===== src/rtl/csh_sweep_pkg.sv =====
// Shared types and sizing helpers for the MBOX cache directory sweep sequencer.
package csh_sweep_pkg;

    typedef enum logic [1:0] {
        SW_VALIDATE = 2'b00,
        SW_UNLOAD   = 2'b01,
        SW_INVAL    = 2'b10,
        SW_SCAN     = 2'b11
    } sweep_op_t;

    typedef enum logic [2:0] {
        StIdle,
        StRd,
        StChk,
        StWb,
        StWr,
        StNext,
        StDone
    } sweep_state_t;

    localparam int unsigned SweepSetsDflt = 128;
    localparam int unsigned SweepWaysDflt = 4;
    localparam int unsigned SweepTagwDflt = 13;

    function automatic int unsigned idx_width(input int unsigned sets, input int unsigned ways);
        return $clog2(sets * ways);
    endfunction

endpackage


===== src/rtl/csh_sweep_idx_ctr.sv =====
// Sweep entry index: synchronous clear, increment, terminal-count flag; never wraps.
module csh_sweep_idx_ctr #(
    parameter int unsigned Width = 9,
    parameter int unsigned Last  = 511
) (
    input  logic             clk,
    input  logic             RESET_N,
    input  logic             clr,
    input  logic             inc,
    output logic [Width-1:0] count,
    output logic             tc
);

    always_ff @(posedge clk or negedge RESET_N) begin
        if (!RESET_N) begin
            count <= '0;
        end else if (clr) begin
            count <= '0;
        end else if (inc && !tc) begin
            count <= count + 1'b1;
        end
    end

    always_comb begin
        tc = (count == Width'(Last));
    end

endmodule


===== src/rtl/csh_sweep.sv =====
// Cache sweep sequencer: walks every (set, way) directory entry and writes back
// and/or invalidates it according to the latched sweep op.
module csh_sweep
    import csh_sweep_pkg::*;
#(
    parameter int unsigned SETS = SweepSetsDflt,
    parameter int unsigned WAYS = SweepWaysDflt,
    parameter int unsigned TAGW = SweepTagwDflt
) (
    input  logic                    clk,
    input  logic                    RESET_N,
    input  logic                    start,
    input  sweep_op_t               op,
    input  logic                    page_en,
    input  logic [TAGW-1:0]         page,
    input  logic                    abort,
    output logic                    dir_rd,
    output logic [$clog2(SETS)-1:0] dir_set,
    output logic [$clog2(WAYS)-1:0] dir_way,
    input  logic                    dir_valid,
    input  logic                    dir_written,
    input  logic [TAGW-1:0]         dir_tag,
    output logic                    dir_wr,
    output logic                    dir_wr_valid,
    output logic                    dir_wr_written,
    output logic                    wb_req,
    input  logic                    wb_ack,
    input  logic                    wb_err,
    output logic                    SWEEP_BUSY_EN,
    output logic                    SWEEP_BUSY,
    output logic                    sweep_err
);

    localparam int unsigned ENTRIES = SETS * WAYS;
    localparam int unsigned IDXW    = idx_width(SETS, WAYS);
    localparam int unsigned SETW    = $clog2(SETS);
    localparam int unsigned WAYW    = $clog2(WAYS);

    sweep_state_t    state;
    sweep_op_t       op_q;
    logic            page_en_q;
    logic [TAGW-1:0] page_q;
    logic            abort_q;
    logic            wr_pend_q;
    logic            wr_vld_q;

    logic [IDXW-1:0] idx;
    logic            idx_tc;
    logic            idx_clr;
    logic            idx_inc;
    logic            match;
    logic            dirty;
    logic            need_wb;
    logic            need_wr;
    logic            finish;

    csh_sweep_idx_ctr #(
        .Width (IDXW),
        .Last  (ENTRIES - 1)
    ) u_idx_ctr (
        .clk     (clk),
        .RESET_N (RESET_N),
        .clr     (idx_clr),
        .inc     (idx_inc),
        .count   (idx),
        .tc      (idx_tc)
    );

    // Way occupies the low-order index bits.
    assign dir_set = idx[IDXW-1 -: SETW];
    assign dir_way = idx[WAYW-1:0];

    always_comb begin
        match   = dir_valid && (!page_en_q || (dir_tag == page_q));
        dirty   = match && dir_written;
        need_wb = dirty && ((op_q == SW_VALIDATE) || (op_q == SW_UNLOAD));
        need_wr = 1'b0;
        case (op_q)
            SW_VALIDATE: need_wr = dirty;
            SW_UNLOAD:   need_wr = match;
            SW_INVAL:    need_wr = match;
            default:     need_wr = 1'b0;
        endcase
        finish        = idx_tc || abort || abort_q;
        idx_clr       = (state == StIdle) && start;
        idx_inc       = (state == StNext) && !finish;
        SWEEP_BUSY_EN = (state != StIdle) && (state != StDone);
    end

    always_ff @(posedge clk or negedge RESET_N) begin
        if (!RESET_N) begin
            state          <= StIdle;
            op_q           <= SW_VALIDATE;
            page_en_q      <= 1'b0;
            page_q         <= '0;
            abort_q        <= 1'b0;
            wr_pend_q      <= 1'b0;
            wr_vld_q       <= 1'b0;
            dir_rd         <= 1'b0;
            dir_wr         <= 1'b0;
            dir_wr_valid   <= 1'b0;
            dir_wr_written <= 1'b0;
            wb_req         <= 1'b0;
            sweep_err      <= 1'b0;
        end else begin
            dir_rd         <= 1'b0;
            dir_wr         <= 1'b0;
            dir_wr_valid   <= 1'b0;
            dir_wr_written <= 1'b0;
            // Abort is deferred to the next NEXT so a write-back/write pair is never split.
            if (abort && SWEEP_BUSY_EN) abort_q <= 1'b1;
            unique case (state)
                StIdle: begin
                    if (start) begin
                        state     <= StRd;
                        dir_rd    <= 1'b1;
                        op_q      <= op;
                        page_en_q <= page_en;
                        page_q    <= page;
                        abort_q   <= 1'b0;
                        sweep_err <= 1'b0;
                    end
                end
                StRd: state <= StChk;
                StChk: begin
                    wr_pend_q <= need_wr;
                    wr_vld_q  <= (op_q == SW_VALIDATE);
                    if (need_wb) begin
                        state  <= StWb;
                        wb_req <= 1'b1;
                    end else if (need_wr) begin
                        state        <= StWr;
                        dir_wr       <= 1'b1;
                        dir_wr_valid <= (op_q == SW_VALIDATE);
                    end else begin
                        state <= StNext;
                    end
                end
                StWb: begin
                    if (wb_ack) begin
                        wb_req <= 1'b0;
                        if (wb_err) sweep_err <= 1'b1;
                        if (wr_pend_q) begin
                            state        <= StWr;
                            dir_wr       <= 1'b1;
                            dir_wr_valid <= wr_vld_q;
                        end else begin
                            state <= StNext;
                        end
                    end
                end
                StWr: state <= StNext;
                StNext: begin
                    if (finish) begin
                        state <= StDone;
                    end else begin
                        state  <= StRd;
                        dir_rd <= 1'b1;
                    end
                end
                StDone:  state <= StIdle;
                default: state <= StIdle;
            endcase
        end
    end

    always_ff @(posedge clk or negedge RESET_N) begin
        if (!RESET_N) begin
            SWEEP_BUSY <= 1'b0;
        end else begin
            SWEEP_BUSY <= SWEEP_BUSY_EN;
        end
    end

endmodule


===== config.mk =====
export PLATFORM = sky130hd
export DESIGN_NAME = csh_sweep
export DESIGN_NICKNAME = d
export VERILOG_FILES = /design/src/rtl/csh_sweep_pkg.sv /design/src/rtl/csh_sweep_idx_ctr.sv /design/src/rtl/csh_sweep.sv
export SDC_FILE = /design/constraint.sdc
export NUM_CORES = 1
export LEC_CHECK = 0
export BUFFER_PORTS_ARGS = -buffer_cell sky130_fd_sc_hd__buf_4
export CAP_MARGIN = 20
export CORE_MARGIN = 2
export CORE_UTILIZATION = 51
export DETAILED_ROUTE_END_ITERATION = 8
export HOLD_SLACK_MARGIN = 0.03
export PLACE_DENSITY = 0.87
export SETUP_SLACK_MARGIN = 0.02
export SYNTH_ARGS = -nofsm -noshare
export SYNTH_HDL_FRONTEND = slang
export SYNTH_SLANG_ARGS = --single-unit

===== constraint.sdc =====
create_clock -name clk -period 2.8 [get_ports clk]
set_clock_uncertainty 0.1 [all_clocks]
set_input_delay 0.84 -clock clk [delete_from_list [all_inputs] [get_ports clk]]
set_output_delay 0.84 -clock clk [all_outputs]
set_load 0.1 [all_outputs]

==> impl_results.md <==
- Layout cell share with drive strength beyond 1: 28.46%
- CP endpoint kind: primary output
- Drt via density: 5.157
- Num CTS Buffers: 5
- Final Max Tran Viols: 0
- ANT nets after route: 0
- Top FF cell, synth: dfrtp_1
- Critical Path RT: 1.86 ns
- Endpoints failing hold: 0
- Post-DP HPWL: 2865 µm
- Clock-pin slew on the worst setup and hold paths: 0.11 ns
- Cell taking the most area after synthesis: dfrtp_1
- Final Util: 68.90%
- R2r startpoint: u_idx_ctr.count[0]
- Synth area leaders: dfrtp_1 (50%), nand2_1 (12%), xnor2_1 (6.6%)
- Initial antenna violation count: 0
- Crit Path Max Fanout: 8
- Initial drt markers: 72
- Diode count: 0
- Syn. warnings: 0
- Root Buffer: clkbuf_4
- Worst vdd ir: 0.4552 mV
- Rows: 21
- Dpl ws: 0.3520 ns
- Number of flops mapped to enable cells by yosys: 0
- Total Power: 2.254 mW
- Clock sinks: 37
- Synth Area per Inst: 9.470 µm²
- Final setup viols: 0
- First-pass GRT wire length: 6858 µm
- Die width: 64.48 µm
- PnR worst setup slack: 0.08661 ns
- DRC: 0
- Kind of critical path: reg -> out
- Synthesized net count: 239
- Wire length per cell: 13.17 µm
- Power per Cell Area: 957.7 nW/µm²
- IO Port Bufs: 52
- Most common cell in the netlist: nand2_1
- Area growth from synthesis to layout: 26.16%
- GRT overflow: 0
- Tcrit/Tclk final: 96.91%
- Gr usage total: 21.62%
- Register area share after synthesis: 49.63%
- Slew headroom: 59.81%
- Final instance area: 2354 µm²
- Post-synth top cells: nand2_1 (58), dfrtp_1 (37), xnor2_1 (14)
- Clock tree from TritonCTS: built
- Cells after DPL: 289
- Slew @ Worst Pin: 0.6028 ns
- Top Ports: 54
- Die extent in y: 64.48 µm
- Die ar.: 4158 µm²
- Critical Path AT: 1.77 ns
- Library cells used by synthesis: 39
- Nets: 294
- Status: finished clean
- Drt total wl: 3939 µm
- Top-area cell type share of the netlist area: 49.63%
- Vias in the first global route: 1540
- Clk_lat worst skew: 0.35 ns
- RSZ-0062 raised after global routing: false
- Largest net degree at the start of global routing: 38
- Critical path launch point: state[2]
- Async set-reset flop share out of synthesis: 100.0%
- Global placement routability congestion: 0.8382
- Hold Crit Class: in -> async
- Tmin final: 2.713 ns
- Lkg Pwr: 1.163 nW
- Max_cap viols: 0
- Register bit total from synthesis: 37
- F_max: 368.5 MHz
- Final worst hold slack: 0.3164 ns
- Setup TNS: 0 ns
- Core ar.: 3416 µm²
- Post-synthesis cell count: 197
- Pre-antenna DRT Iters: 4
- Htree depth: 2
- Non-filler cells, final: 299
- Starting Density: 54.62%
- Setup crit start kind: register
- Dpl cell area: 2288 µm²
- Vias: 1542
- Max clock buf depth: 2
- Post-synthesis cell area: 1866 µm²
- Fill cells: 283
cell usage in the layout (no fill, tap or decap), types with 2 or more instances in the layout:
master	Yosys	routed
and3_1	3	3
xor2_1	5	5
and2b_2	2	2
o21ai_0	10	10
ha_1	5	5
dfrtp_1	37	36
nor3_1	2	2
xnor2_1	14	14
a22o_1	2	2
a21oi_1	4	4
nand3_1	3	3
nand4_1	6	6
o31ai_1	3	3
nor2_1	10	10
or3_1	3	3
nand2_1	58	58
clkbuf_1	0	3
buf_4	1	56
clkbuf_4	0	5
inv_1	4	4
final cells by class:
type                    instances  area (µm²)  area share, %
clock buffers                   8       48.80          2.073
inverters                       4       15.01         0.6380
multi-input cells             148       884.6          37.59
flip-flops and latches         37       927.1          39.39
well taps                      46       57.56          2.446
repair buffers                 56       420.4          17.86
power breakdown:
part,leakage [nW],switching (mW),internal (mW)
sequential,0.476,0.161,0.719
combinational,0.660,0.702,0.400
clock,0.0265,0.172,0.100
total,1.16,1.04,1.22
worst max-delay path, cell delays in order, from the launching register on:
cell	delay, ns
dfrtp_1	0.52
and2b_2	0.29
or3_1	0.36
buf_4	0.25
metal layers:
layer	routed length (µm)	track usage (%)	vias to the layer above
met5	0	0	-
met4	53	9.309	0
met3	254	5.903	5
met2	1916	35.29	41
met1	1714	27.02	723
li1	-	-	773
repair_timing:
item / CTS / global route
setup endpoints to repair: 1 / 1
hold buffers: 0 / 0
buffers inserted: 0 / 2
resized for setup: 1 / 0
kinds of logic after synthesis:
kind of cell	count (synthesis)	share of synthesized area [%]
adder cells (fa/ha/maj)	5	3.353
XOR/XNOR	19	8.920
buffers and inverters	12	3.420
multiplexers	1	0.6036
AO/OA/AOI/OAI	27	9.323
AND/OR/NAND/NOR	95	24.55
other	1	0.2010
flip-flops	37	49.63
state kept, by name, summed over array words and instances, names as in the netlist:
| signal | cells |
|---|---|
| SWEEP_BUSY | 1 |
| abort_q | 1 |
| dir_rd | 1 |
| dir_wr | 1 |
| dir_wr_valid | 1 |
| op_q | 2 |
| page_en_q | 1 |
| page_q | 13 |
| state | 3 |
| sweep_err | 1 |
| u_idx_ctr.count | 9 |
| wb_req | 1 |
| wr_pend_q | 1 |
| wr_vld_q | 1 |
path summary, 6_finish.rpt:
| path | end | slack [ns] | depth (start not counted) |
|---|---|---|---|
| max in group asynchronous | state[1] | 1.94 | 1 |
| min in group clk | abort_q | 0.41 | 2 |
| min | SWEEP_BUSY | 0.32 | 1 |
| max reg2reg | state[0] | 0.39 | 9 |
| min reg2reg | abort_q | 0.41 | 2 |
| max | SWEEP_BUSY_EN | 0.09 | 3 |
Power figures use the tool's default switching activity.
